===== config.mk =====
export PLATFORM = sky130hd
export DESIGN_NAME = node_io
export DESIGN_NICKNAME = d
export VERILOG_FILES = /design/src/rtl/node_io.sv
export SDC_FILE = /design/constraint.sdc
export NUM_CORES = 1
export LEC_CHECK = 0
export ABC_AREA = 1
export CORE_MARGIN = 3
export CORE_UTILIZATION = 35
export CTS_CLUSTER_SIZE = 14
export DETAILED_ROUTE_END_ITERATION = 10
export GPL_TIMING_DRIVEN = 0
export PLACE_DENSITY_LB_ADDON = 0.2
export REMOVE_ABC_BUFFERS = 1
export SLEW_MARGIN = 20
export SYNTH_ARGS = -nofsm -noshare
export SYNTH_HDL_FRONTEND = slang
export SYNTH_SLANG_ARGS = --single-unit

===== constraint.sdc =====
create_clock -name CLK -period 2.2 [get_ports CLK]
set_input_delay 0.44 -clock CLK [delete_from_list [all_inputs] [get_ports CLK]]
set_output_delay 0.44 -clock CLK [all_outputs]
set_load 0.05 [all_outputs]

===== src/rtl/node_io.sv =====
// node_io: one node's handshake bridge between its read/write requests and four neighbour links.
// Latency: NIL/ACC/unresolved-LAST done one cycle after the request is seen; neighbour ops done one cycle after the transfer.
// Backpressure: holds in RD_WAIT/WR_WAIT until a neighbour handshakes or the request is withdrawn.
// Optional feature: NODE_IO_LAST_PORT_EN enables the LAST source/destination (remembers the last ANY winner).

package types_pkg;
    localparam int WORD_SIZE = 11;

    // Link index of each neighbour, also the bit index into the 4-wide handshake buses.
    typedef enum logic [1:0] {
        UP    = 2'd0,
        DOWN  = 2'd1,
        LEFT  = 2'd2,
        RIGHT = 2'd3
    } direction_t;

    // Directions share their encoding with direction_t so the low two bits select the link.
    typedef enum logic [2:0] {
        SRC_UP    = 3'd0,
        SRC_DOWN  = 3'd1,
        SRC_LEFT  = 3'd2,
        SRC_RIGHT = 3'd3,
        SRC_ANY   = 3'd4,
        SRC_NIL   = 3'd5,
        SRC_ACC   = 3'd6,
        SRC_LAST  = 3'd7
    } src_t;
endpackage

module node_io #(
    parameter int WORD_SIZE = types_pkg::WORD_SIZE
) (
    input  logic                      CLK,
    input  logic                      nRST,
    input  logic                      rd_req,
    input  logic [2:0]                rd_src,
    output logic [WORD_SIZE-1:0]      rd_data,
    output logic                      rd_done,
    input  logic                      wr_req,
    input  logic [2:0]                wr_dst,
    input  logic [WORD_SIZE-1:0]      wr_data,
    output logic                      wr_done,
    input  logic [3:0]                in_valid,
    input  logic [3:0][WORD_SIZE-1:0] in_data,
    output logic [3:0]                in_ready,
    output logic [3:0]                out_valid,
    output logic [WORD_SIZE-1:0]      out_data,
    input  logic [3:0]                out_ready
);
    import types_pkg::*;

    typedef enum logic [1:0] {
        IDLE    = 2'd0,
        RD_WAIT = 2'd1,
        WR_WAIT = 2'd2,
        DONE    = 2'd3
    } state_t;

    state_t                 r_state;
    logic [2:0]             r_src;
    logic [WORD_SIZE-1:0]   r_wr_data;
    logic [WORD_SIZE-1:0]   r_rd_data;
    logic                   r_rd_done;
    logic                   r_wr_done;
`ifdef NODE_IO_LAST_PORT_EN
    logic                   r_last_vld;
    logic [1:0]             r_last_dir;
`endif

    logic [2:0]             w_req_src;
    logic [2:0]             w_eff_src;
    logic                   w_eff_nb;
    logic [3:0]             w_mask;
    logic [3:0]             w_hit;
    logic [1:0]             w_win;

    // Resolve the requested source/destination; LAST collapses to a concrete direction or NIL here
    // so the wait states only ever see a direction or ANY.
    always_comb begin
        w_req_src = rd_req ? rd_src : wr_dst;
        w_eff_src = w_req_src;
        if (w_req_src == SRC_LAST) begin
`ifdef NODE_IO_LAST_PORT_EN
            w_eff_src = r_last_vld ? {1'b0, r_last_dir} : SRC_NIL;
`else
            w_eff_src = SRC_NIL;
`endif
        end
        w_eff_nb = (w_eff_src == SRC_ANY) || !w_eff_src[2];
    end

    // Link mask for the latched target: one bit for a direction, all four for ANY.
    always_comb begin
        w_mask = (r_src == SRC_ANY) ? 4'b1111 : (4'b0001 << r_src[1:0]);
    end

    assign in_ready  = (r_state == RD_WAIT) ? w_mask : 4'b0000;
    assign out_valid = (r_state == WR_WAIT) ? w_mask : 4'b0000;
    assign out_data  = r_wr_data;
    assign rd_data   = r_rd_data;
    assign rd_done   = r_rd_done;
    assign wr_done   = r_wr_done;

    // Handshaking links this cycle and the winner among them, LEFT > RIGHT > UP > DOWN.
    always_comb begin
        w_hit = (r_state == RD_WAIT) ? (in_valid & in_ready) : (out_valid & out_ready);
        if (w_hit[LEFT])       w_win = LEFT;
        else if (w_hit[RIGHT]) w_win = RIGHT;
        else if (w_hit[UP])    w_win = UP;
        else                   w_win = DOWN;
    end

    // Operation FSM with registered done pulses and data registers.
    always_ff @(posedge CLK or negedge nRST) begin
        if (!nRST) begin
            r_state   <= IDLE;
            r_src     <= SRC_NIL;
            r_wr_data <= '0;
            r_rd_data <= '0;
            r_rd_done <= 1'b0;
            r_wr_done <= 1'b0;
`ifdef NODE_IO_LAST_PORT_EN
            r_last_vld <= 1'b0;
            r_last_dir <= 2'd0;
`endif
        end else begin
            r_rd_done <= 1'b0;
            r_wr_done <= 1'b0;
            case (r_state)
                IDLE: begin
                    if (rd_req || wr_req) begin
                        r_src <= w_eff_src;
                        if (w_eff_nb) begin
                            r_state <= rd_req ? RD_WAIT : WR_WAIT;
                            if (!rd_req) r_wr_data <= wr_data;
                        end else begin
                            // NIL/ACC: reads return zero, writes are dropped.
                            r_state <= DONE;
                            if (rd_req) begin
                                r_rd_data <= '0;
                                r_rd_done <= 1'b1;
                            end else begin
                                r_wr_done <= 1'b1;
                            end
                        end
                    end
                end
                RD_WAIT: begin
                    // A withdrawn request aborts silently, even if a link is offering.
                    if (!rd_req) begin
                        r_state <= IDLE;
                    end else if (|w_hit) begin
                        r_rd_data <= in_data[w_win];
                        r_rd_done <= 1'b1;
                        r_state   <= DONE;
`ifdef NODE_IO_LAST_PORT_EN
                        if (r_src == SRC_ANY) begin
                            r_last_vld <= 1'b1;
                            r_last_dir <= w_win;
                        end
`endif
                    end
                end
                WR_WAIT: begin
                    if (!wr_req) begin
                        r_state <= IDLE;
                    end else if (|w_hit) begin
                        r_wr_done <= 1'b1;
                        r_state   <= DONE;
`ifdef NODE_IO_LAST_PORT_EN
                        if (r_src == SRC_ANY) begin
                            r_last_vld <= 1'b1;
                            r_last_dir <= w_win;
                        end
`endif
                    end
                end
                default: begin
                    r_state <= IDLE;
                end
            endcase
        end
    end
endmodule


### Word-level counts from Yosys, hierarchy flattened

Index checks and enable logic that the tools add are counted.

| storage, ports and cells | value |
|---|---|
| output and inout port bits | 32 |
| bits in registers | 29 |
| input port bits | 73 |
| logic and storage cells | 65 |

| cells by class | value |
|---|---|
| bitwise logic cells | 3 |
| shift-type cells | 1 |
| order comparisons | 1 |
| mux-type cells | 35 |
| equal/unequal tests | 10 |
| reductions and logical operators | 9 |

Operator list:

| cell | count |
|---|---|
| 11-bit two-way mux | 6 |
| 11-bit binary-select mux with 2-bit select | 1 |
| 11-bit case mux with 2 select lines | 1 |
| 2-bit two-way mux | 8 |
| 4-bit two-way mux | 4 |
| 1-bit two-way mux | 10 |
| 3-bit equality test, second input constant | 3 |
| 4-bit bitwise AND | 2 |
| 2-bit != test, second input constant | 4 |
| 3-bit two-way mux | 2 |
| 2-bit case mux with 3 select lines | 1 |
| 6-bit AND reduction | 1 |
| 1-bit case mux with 2 select lines | 2 |
| 4-bit AND reduction | 1 |
| 4-bit OR reduction | 1 |
| 1-bit by 2-bit << shifter with 4-bit output, first input constant | 1 |
| 2-bit by 3-bit less-than comparator with 1-bit output, second input constant | 1 |
| 2-bit by 1-bit equality test with 1-bit output, second input constant | 1 |
| 2-bit equality test, second input constant | 1 |
| 2-bit logical NOT | 1 |
| 1-bit logical OR | 2 |
| 2-bit by 1-bit != test with 1-bit output, second input constant | 1 |
| 2-bit AND reduction | 1 |
| 2-bit nonzero test | 1 |
| other kinds (2) | 2 |

### Logic depth before layout (Yosys ltp)

Gate-level depths: netlist (run 1).

| depth | value |
|---|---|
| depth after elaboration | 13 |
| mapped depth | 12 |
| mapped depth without buffers | 11 |

### Worst setup path after synthesis (run 1)

OpenSTA, ideal clock, no wires.

| timing path | value |
|---|---|
| kind | register -> output |
| from | register r_src[0] |
| to | output in_ready[1] |
| cell stages (with the launch flop) | 5 |
| setup slack | 0.280 ns |
| buffers on the path | 0 |
| data arrival time | 1.480 ns |
| cell sequence | dfstp_2 inv_1 a21oi_1 inv_1 nor2_1 |

| on the way | value |
|---|---|
| word-level cells in the longest chain between the ends | 3 |
| elaborated cells on any way between the ends | 4 |

RTL lines:

| item | line | source |
|---|---|---|
| from (decl) | 60 | `logic [2:0] r_src;` |
| from (signal assigned) | 132 | `r_src <= w_eff_src;` |
| 3-bit equality test or 1-bit by 2-bit << shifter with 4-bit output (tied branches) | 94 | `w_mask = (r_src == SRC_ANY) ? 4'b1111 : (4'b0001 << r_src[1:0]);` |
| 4-bit two-way mux (*) | 94 |  |
| 4-bit two-way mux (*) | 97 | `assign in_ready = (r_state == RD_WAIT) ? w_mask : 4'b0000;` |
| to (decl) | 45 | `output logic [3:0] in_ready,` |

Mark *: on every way between the ends. The rest lies on a longest branch, timed or not.

### Worst setup path after layout (run 1)

| timing path | value |
|---|---|
| from | register r_state[1] |
| to | output out_valid[2] |

| on the way | value |
|---|---|
| word-level cells in the longest chain between the ends | 2 |

RTL lines:

| item | line | source |
|---|---|---|
| from (decl) | 59 | `state_t r_state;` |
| from (signal assigned) | 134 | `r_state <= rd_req ? RD_WAIT : WR_WAIT;` |
| 2-bit equality test | 98 | `assign out_valid = (r_state == WR_WAIT) ? w_mask : 4'b0000;` |
| 4-bit two-way mux | 98 |  |
| to (decl) | 46 | `output logic [3:0] out_valid,` |

Every way passes these cells.

==> flow_summary.rst, run 1 <==
.. list-table::
   :header-rows: 1

   * - Metric
     - Value
   * - Adder and majority gate portion of the synthesized area
     - 0
   * - Worst flop-to-flop path startpoint
     - r_src[2]$_DFFE_PN1P_
   * - Slack of the critical path
     - 0.1374 ns
   * - Area Growth Syn to Fin
     - 56.90%
   * - Nature of the critical path startpoint
     - register
   * - WP buf/inv
     - 3
   * - Core ar.
     - 5574 µm²
   * - Fmax
     - 0.4848 GHz
   * - Average via count per standard cell
     - 4.514
   * - Arrival time at the worst endpoint
     - 1.62 ns
   * - Number of H-tree levels
     - 2
   * - Finish-stage setup viols
     - 0
   * - Final worst path period need
     - 2.063 ns
   * - RSZ-0062 raised after global routing
     - no
   * - Setup crit end kind
     - output port
   * - Longest Clk Path Bufs
     - 2
   * - Total vias in the final route
     - 2,126
   * - Peak supply drop
     - 0.7092 mV
   * - Die width
     - 82.20 µm
   * - Clock latency of the later-clocked register in the worst-skew pair
     - 0.27 ns
   * - Total area of sequential cells
     - 728.2 µm²
   * - Starting Density
     - 0.3645
   * - Number of cells on the worst reg-to-reg path
     - 11
   * - Routed length per placed instance
     - 12.19 µm
   * - Maximum number of pins on one net before global-route repair
     - 30
   * - Dominant cell type by area after synthesis
     - sky130_fd_sc_hd__dfrtp_1
   * - Average instance area after synthesis
     - 6.842 µm²
   * - Leakage component of the power
     - 1.644 nW
   * - Combinational family with the most area after synthesis
     - simple AND/OR/NAND/NOR gates
   * - Actual transition at the worst max-transition pin
     - 0.6325 ns
   * - Gr usage total
     - 0.1723
   * - Xor/xnor cell area share of the yosys netlist
     - 0
   * - Portion of netlist area occupied by mux cells
     - 0.07943
   * - Vertical die dimension
     - 82.20 µm
   * - Data required time at the worst endpoint
     - 1.76 ns
   * - Post-Syn Area
     - 2032 µm²
   * - Ratio of final minimum period to clock period
     - 0.9376
   * - Remaining antenna violation count after routing
     - 0
   * - Number of placement rows
     - 27
   * - Run status
     - completed
   * - Cells traversed along the worst timing path
     - inv_2, nor2_2, inv_1, nor2_1, clkdlybuf4s18_2
   * - Port Buffer Count
     - 104
   * - Number of design rule violations left after detail routing
     - 0
   * - Share of the synthesized area in the top cell type
     - 0.3325
   * - Via count of the first global-routing pass
     - 1,876
   * - Register bit count reported by yosys
     - 29
   * - Fraction of the mapped netlist area in compound gates
     - 0.03448
   * - Number of buffers inserted during clock tree synthesis
     - 5
   * - Fin. Hold Viols
     - 0
   * - Final Core Density
     - 0.5719
   * - Leading cell types by total area after synthesis
     - sky130_fd_sc_hd__dfrtp_1 33%, sky130_fd_sc_hd__nand2_1 18%, sky130_fd_sc_hd__nor2_1 9.1%
   * - Number of antenna violations at the first check in global routing
     - 0
   * - Max-slew violations
     - 0
   * - Worst rel slew slack
     - 0.5784
   * - Max Cap Viol
     - 0
   * - # clock sinks
     - 29
   * - Simple-gate area share of the yosys netlist
     - 0.4021
   * - Clock root cell
     - sky130_fd_sc_hd__clkbuf_8
   * - Remaining Overflow, GRT
     - 0
   * - Net total in the final layout
     - 471
   * - Area enclosed by the die boundary
     - 6756 µm²
   * - Number of warnings reported in the yosys synthesis log
     - 0
   * - Power density over cell area
     - 1241 nW/µm²
   * - I/O pin cnt
     - 105
   * - Half-perimeter wire length after detailed placement
     - 4.444 mm
   * - Post-synthesis sequential area ratio
     - 0.3584
   * - Clock skew after layout
     - 0.005997 ns
   * - Area of combinational cells with multiple inputs
     - 1076 µm²
   * - Critical-path cell with the highest stage delay
     - sky130_fd_sc_hd__dfrtp_1
   * - Stage delay of the slowest cell on the critical path
     - 0.42 ns
   * - Clock Pin Slew Worst Setup and Hold Paths
     - 0.06 ns
   * - TritonCTS clock tree
     - done
   * - Number of DRC violations after detailed-routing iteration 0
     - 94
   * - Instance count of the mapped netlist
     - 297
   * - Share of cells above drive strength 1
     - 0.1353
   * - RD Place Congestion
     - 0.7994
   * - Hold Buf Count CTS
     - 0
   * - Fill cell instance count of the final layout
     - 575
   * - Worst-path maximum fanout
     - 5
   * - Terminus of the critical flop-to-flop path
     - rd_data[5]$_DFFE_PN0P_
   * - First-pass GRT wire length
     - 8.970 mm
   * - Critical path type
     - reg -> out
   * - Min-delay worst type
     - in -> async
   * - Placement-stage worst setup slack
     - -0.4419 ns
   * - CP delay by family, top
     - buffers and inverters
   * - Setup slack, reg-to-reg
     - 0.18 ns
   * - Count of unique library cells instantiated by Yosys
     - 25
   * - Iteration count of the initial detailed-routing pass
     - 4
   * - Routed wire length
     - 5.740 mm
   * - Diodes inserted
     - 0
## area by class of cell
| type | instances | share of cell area |
|---|---|---|
| clock buffers | 7 | 0.03022 |
| clock inverters | 1 | 0.001570 |
| inverters | 43 | 0.05141 |
| multi-input cells | 213 | 0.3375 |
| flip-flops and latches | 29 | 0.2284 |
| well taps | 72 | 0.02826 |
| repair buffers | 106 | 0.3226 |
## worst max path at each step
stage | cells after the start | from | end | slack (ns)
after floorplan | 4 | r_src[0]$_DFFE_PN1P_ | in_ready[1] | 0.28
after CTS | 5 | r_src[2]$_DFFE_PN1P_ | in_ready[2] | 0.006
after detailed placement | 10 | in_valid[0] | rd_data[5]$_DFFE_PN0P_ | -0.44
after global placement | 10 | out_ready[0] | rd_data[5]$_DFFE_PN0P_ | -0.43
after global routing | 5 | r_state[1]$_DFFE_PN0N_ | out_valid[2] | 0.004
final | 5 | r_state[1]$_DFFE_PN0N_ | out_valid[2] | 0.14
## logic make-up after synthesis
| kind of cell | Yosys count |
|---|---|
| AO/OA/AOI/OAI | 11 |
| buffers and inverters | 55 |
| flip-flops | 29 |
| multiplexers | 11 |
| AND/OR/NAND/NOR | 191 |
## flip-flops by register name, summed over array words and instances (netlist names)
name,flops
out_data,11
rd_data,11
r_src,3
r_state,2
rd_done,1
wr_done,1
## cells in the mapped netlist, drive strengths merged
master    n
a21oi     5
buf      12
dfrtp    27
dfstp     2
inv      43
mux2     11
nand2   102
nand3    22
nor2     53
nor3     12
o21ai     5
o41ai     1
or2       2
## placed cells by master, fill, tap and decap left out, types with 4 or more instances in the layout
cell type | Yosys | layout
sky130_fd_sc_hd__a21oi_1 | 5 | 5
sky130_fd_sc_hd__nor3_1 | 12 | 12
sky130_fd_sc_hd__clkbuf_8 | 0 | 7
sky130_fd_sc_hd__dfrtp_1 | 27 | 27
sky130_fd_sc_hd__clkdlybuf4s50_1 | 0 | 95
sky130_fd_sc_hd__inv_1 | 38 | 38
sky130_fd_sc_hd__buf_2 | 6 | 5
sky130_fd_sc_hd__mux2_4 | 10 | 10
sky130_fd_sc_hd__nand2_2 | 5 | 5
sky130_fd_sc_hd__nand2_1 | 95 | 94
sky130_fd_sc_hd__nor2_1 | 49 | 49
sky130_fd_sc_hd__inv_2 | 4 | 4
sky130_fd_sc_hd__nand3_1 | 21 | 20
## report_power, final
group          switching, mW  total (mW)  internal, mW
Combinational           1.67        2.59         0.923
Clock                  0.195       0.477         0.282
Sequential             0.140       0.889         0.749
## worst reg2reg max path, stage by stage, from the launching register on
cell	delay, ns
sky130_fd_sc_hd__dfstp_2	0.55
sky130_fd_sc_hd__nor2_1	0.04
sky130_fd_sc_hd__nor2_1	0.17
sky130_fd_sc_hd__nand3_1	0.11
sky130_fd_sc_hd__nand2_2	0.27
sky130_fd_sc_hd__inv_2	0.25
sky130_fd_sc_hd__nand2_4	0.22
sky130_fd_sc_hd__nand2_1	0.07
sky130_fd_sc_hd__nand2_1	0.05
sky130_fd_sc_hd__nand2_1	0.06
sky130_fd_sc_hd__nand2_1	0.07
sky130_fd_sc_hd__nand2_1	0.05
## repair_timing
item                       CTS  global route
pin swaps                    1             1
setup endpoints to repair   20            19
setup buffers                1             1
resized for setup           21            17
cloned                       0             0
## stage by stage
step	cells	total power, mW	hold WS (ns)	cell area [µm²]	setup TNS (ns)
after floorplan	285	2.639	0.1444	1941	0
after global placement	461	3.438	0.4633	3072	-5.709
after detailed placement	461	3.474	0.4651	3067	-5.848
after CTS	470	3.981	0.2035	3193	0
after global routing	471	4.254	0.2303	3188	0
final	471	3.955	0.1836	3188	0
## layer usage
layer	part of all wire	vias to the layer above	GRT usage	wire, µm
met4	0.011	0	0.04651	65
li1	-	1106	-	-
met5	0	-	0	0
met3	0.060	5	0.03688	344
met1	0.44	955	0.2243	2527
met2	0.49	60	0.2877	2803
(Power assumes the default switching activity.)
==> run 2: changes to the inputs <==
==> constraint.sdc (replaced) <==
create_clock -name CLK -period 1.95 [get_ports CLK]
set_input_delay 0.39 -clock CLK [delete_from_list [all_inputs] [get_ports CLK]]
set_output_delay 0.39 -clock CLK [all_outputs]
set_load 0.05 [all_outputs]
==> flow_summary.rst, run 2 (same netlist as run 1, synthesis figures left out) <==
.. list-table::
   :header-rows: 1

   * - Metric
     - Value
   * - Peak supply drop
     - 0.9638 mV
   * - Nature of the critical path startpoint
     - register
   * - Final Core Density
     - 0.5944
   * - Remaining Overflow, GRT
     - 0
   * - Fmax
     - 0.5328 GHz
   * - Clock skew after layout
     - 0.005700 ns
   * - First-pass GRT wire length
     - 8.928 mm
   * - Share of cells above drive strength 1
     - 0.1646
   * - Total Power
     - 4.682 mW
   * - Via count of the first global-routing pass
     - 1,862
   * - Arrival time at the worst endpoint
     - 1.49 ns
   * - Half-perimeter wire length after detailed placement
     - 4.444 mm
   * - Critical path type
     - reg -> out
   * - Iteration count of the initial detailed-routing pass
     - 4
   * - Finish-stage setup viols
     - 0
   * - Placement-stage worst setup slack
     - -0.6419 ns
   * - Max Cap Viol
     - 0
   * - Worst rel slew slack
     - 0.5734
   * - Slack of the critical path
     - 0.07324 ns
   * - RD Place Congestion
     - 0.7994
   * - # clock sinks
     - 29
   * - Clock latency of the later-clocked register in the worst-skew pair
     - 0.28 ns
   * - Routed length per placed instance
     - 12.41 µm
   * - Ratio of final minimum period to clock period
     - 0.9624
   * - Diodes inserted
     - 0
   * - Area enclosed by the die boundary
     - 6756 µm²
   * - Number of placement rows
     - 27
   * - Number of DRC violations after detailed-routing iteration 0
     - 57
   * - Longest Clk Path Bufs
     - 2
   * - Leakage component of the power
     - 1.695 nW
   * - Maximum number of pins on one net before global-route repair
     - 30
   * - RSZ-0062 raised after global routing
     - yes
   * - Final worst hold slack
     - 0.1357 ns
   * - Min-delay worst type
     - in -> async
   * - Number of design rule violations left after detail routing
     - 0
   * - Remaining antenna violation count after routing
     - 0
   * - Fin. Hold Viols
     - 0
   * - Routed wire length
     - 5.945 mm
   * - Port Buffer Count
     - 104
   * - Number of buffers inserted during clock tree synthesis
     - 5
   * - Power density over cell area
     - 1413 nW/µm²
   * - Clock Pin Slew Worst Setup and Hold Paths
     - 0.07 ns
   * - Worst-path maximum fanout
     - 5
   * - Actual transition at the worst max-transition pin
     - 0.6399 ns
   * - Core ar.
     - 5574 µm²
   * - I/O pin cnt
     - 105
   * - Max-slew violations
     - 0
   * - Number of H-tree levels
     - 2
   * - Clock root cell
     - sky130_fd_sc_hd__clkbuf_8
   * - Commonest cells after routing, fill and taps aside
     - 94 x sky130_fd_sc_hd__nand2_1, 94 x sky130_fd_sc_hd__clkdlybuf4s50_1, 49 x sky130_fd_sc_hd__nor2_1
   * - Total vias in the final route
     - 2,157
   * - Area Growth Syn to Fin
     - 63.05%
   * - Die width
     - 82.20 µm
   * - Number of antenna violations at the first check in global routing
     - 0
   * - Data required time at the worst endpoint
     - 1.56 ns
   * - Average via count per standard cell
     - 4.503
   * - Vertical die dimension
     - 82.20 µm
   * - Final worst path period need
     - 1.877 ns
   * - Starting Density
     - 0.3645
   * - Run status
     - completed
   * - Net total in the final layout
     - 479
   * - Gr usage total
     - 0.1715
   * - Fill cell instance count of the final layout
     - 553
   * - Total negative setup slack
     - 0 ns
   * - TritonCTS clock tree
     - done
   * - Setup crit end kind
     - output port
## run 2: path summary, 6_finish.rpt
path	slack [ns]	cells past startpoint	end	from
max	0.07	5	in_ready[1]	r_src[0]$_DFFE_PN1P_
min	0.14	1	rd_data[0]$_DFFE_PN0P_	nRST
min reg2reg	0.48	2	rd_data[1]$_DFFE_PN0P_	rd_data[1]$_DFFE_PN0P_
max reg2reg	0.17	11	rd_data[3]$_DFFE_PN0P_	r_src[0]$_DFFE_PN1P_
max in group asynchronous	1.36	1	r_state[0]$_DFFE_PN0N_	nRST
min in group CLK	0.48	2	rd_data[1]$_DFFE_PN0P_	rd_data[1]$_DFFE_PN0P_
## run 2: worst max-delay path: stages, from the launching register on
cell	delay (ns)
sky130_fd_sc_hd__dfstp_2	0.60
sky130_fd_sc_hd__inv_1	0.07
sky130_fd_sc_hd__a21oi_2	0.16
sky130_fd_sc_hd__inv_1	0.07
sky130_fd_sc_hd__nor2_1	0.08
sky130_fd_sc_hd__clkbuf_4	0.23
## run 2: final cells by class
cell class                      instances  area [µm²]  area share
Clock buffer                            7       96.34     0.02908
Multi-Input combinational cell        213        1115      0.3365
Sequential cell                        29       730.7      0.2205
Timing Repair Buffer                  114        1107      0.3342
Inverter                               43       168.9     0.05098
Clock inverter                          1       5.005    0.001511
Tap cell                               72       90.09     0.02719
## run 2: metrics by stage
stage	instance area (µm²)	cells
2_1_floorplan	1941	285
3_5_place_dp	3067	461
3_3_place_gp	3072	461
5_1_grt	3313	479
4_1_cts	3196	471
6_report	3313	479
## run 2: what timing repair did
| item | CTS | global route |
|---|---|---|
| hold buffers | 0 | 0 |
| endpoints found under the setup margin | 30 | 20 |
| pin swaps | 2 | 3 |
| resized for setup | 46 | 25 |
| setup buffers | 2 | 8 |
## run 2: routing by layer
layer	track usage	wire [µm]	vias up
met5	0	0	-
met4	0.03987	29	0
met3	0.03688	348	3
met2	0.2885	2990	67
met1	0.2238	2577	966
li1	-	-	1121
## run 2: report_power, final
part	total (mW)	switching (mW)	internal (mW)
logic	3.12	1.95	1.17
clock network	0.542	0.224	0.318
registers	1.02	0.172	0.849
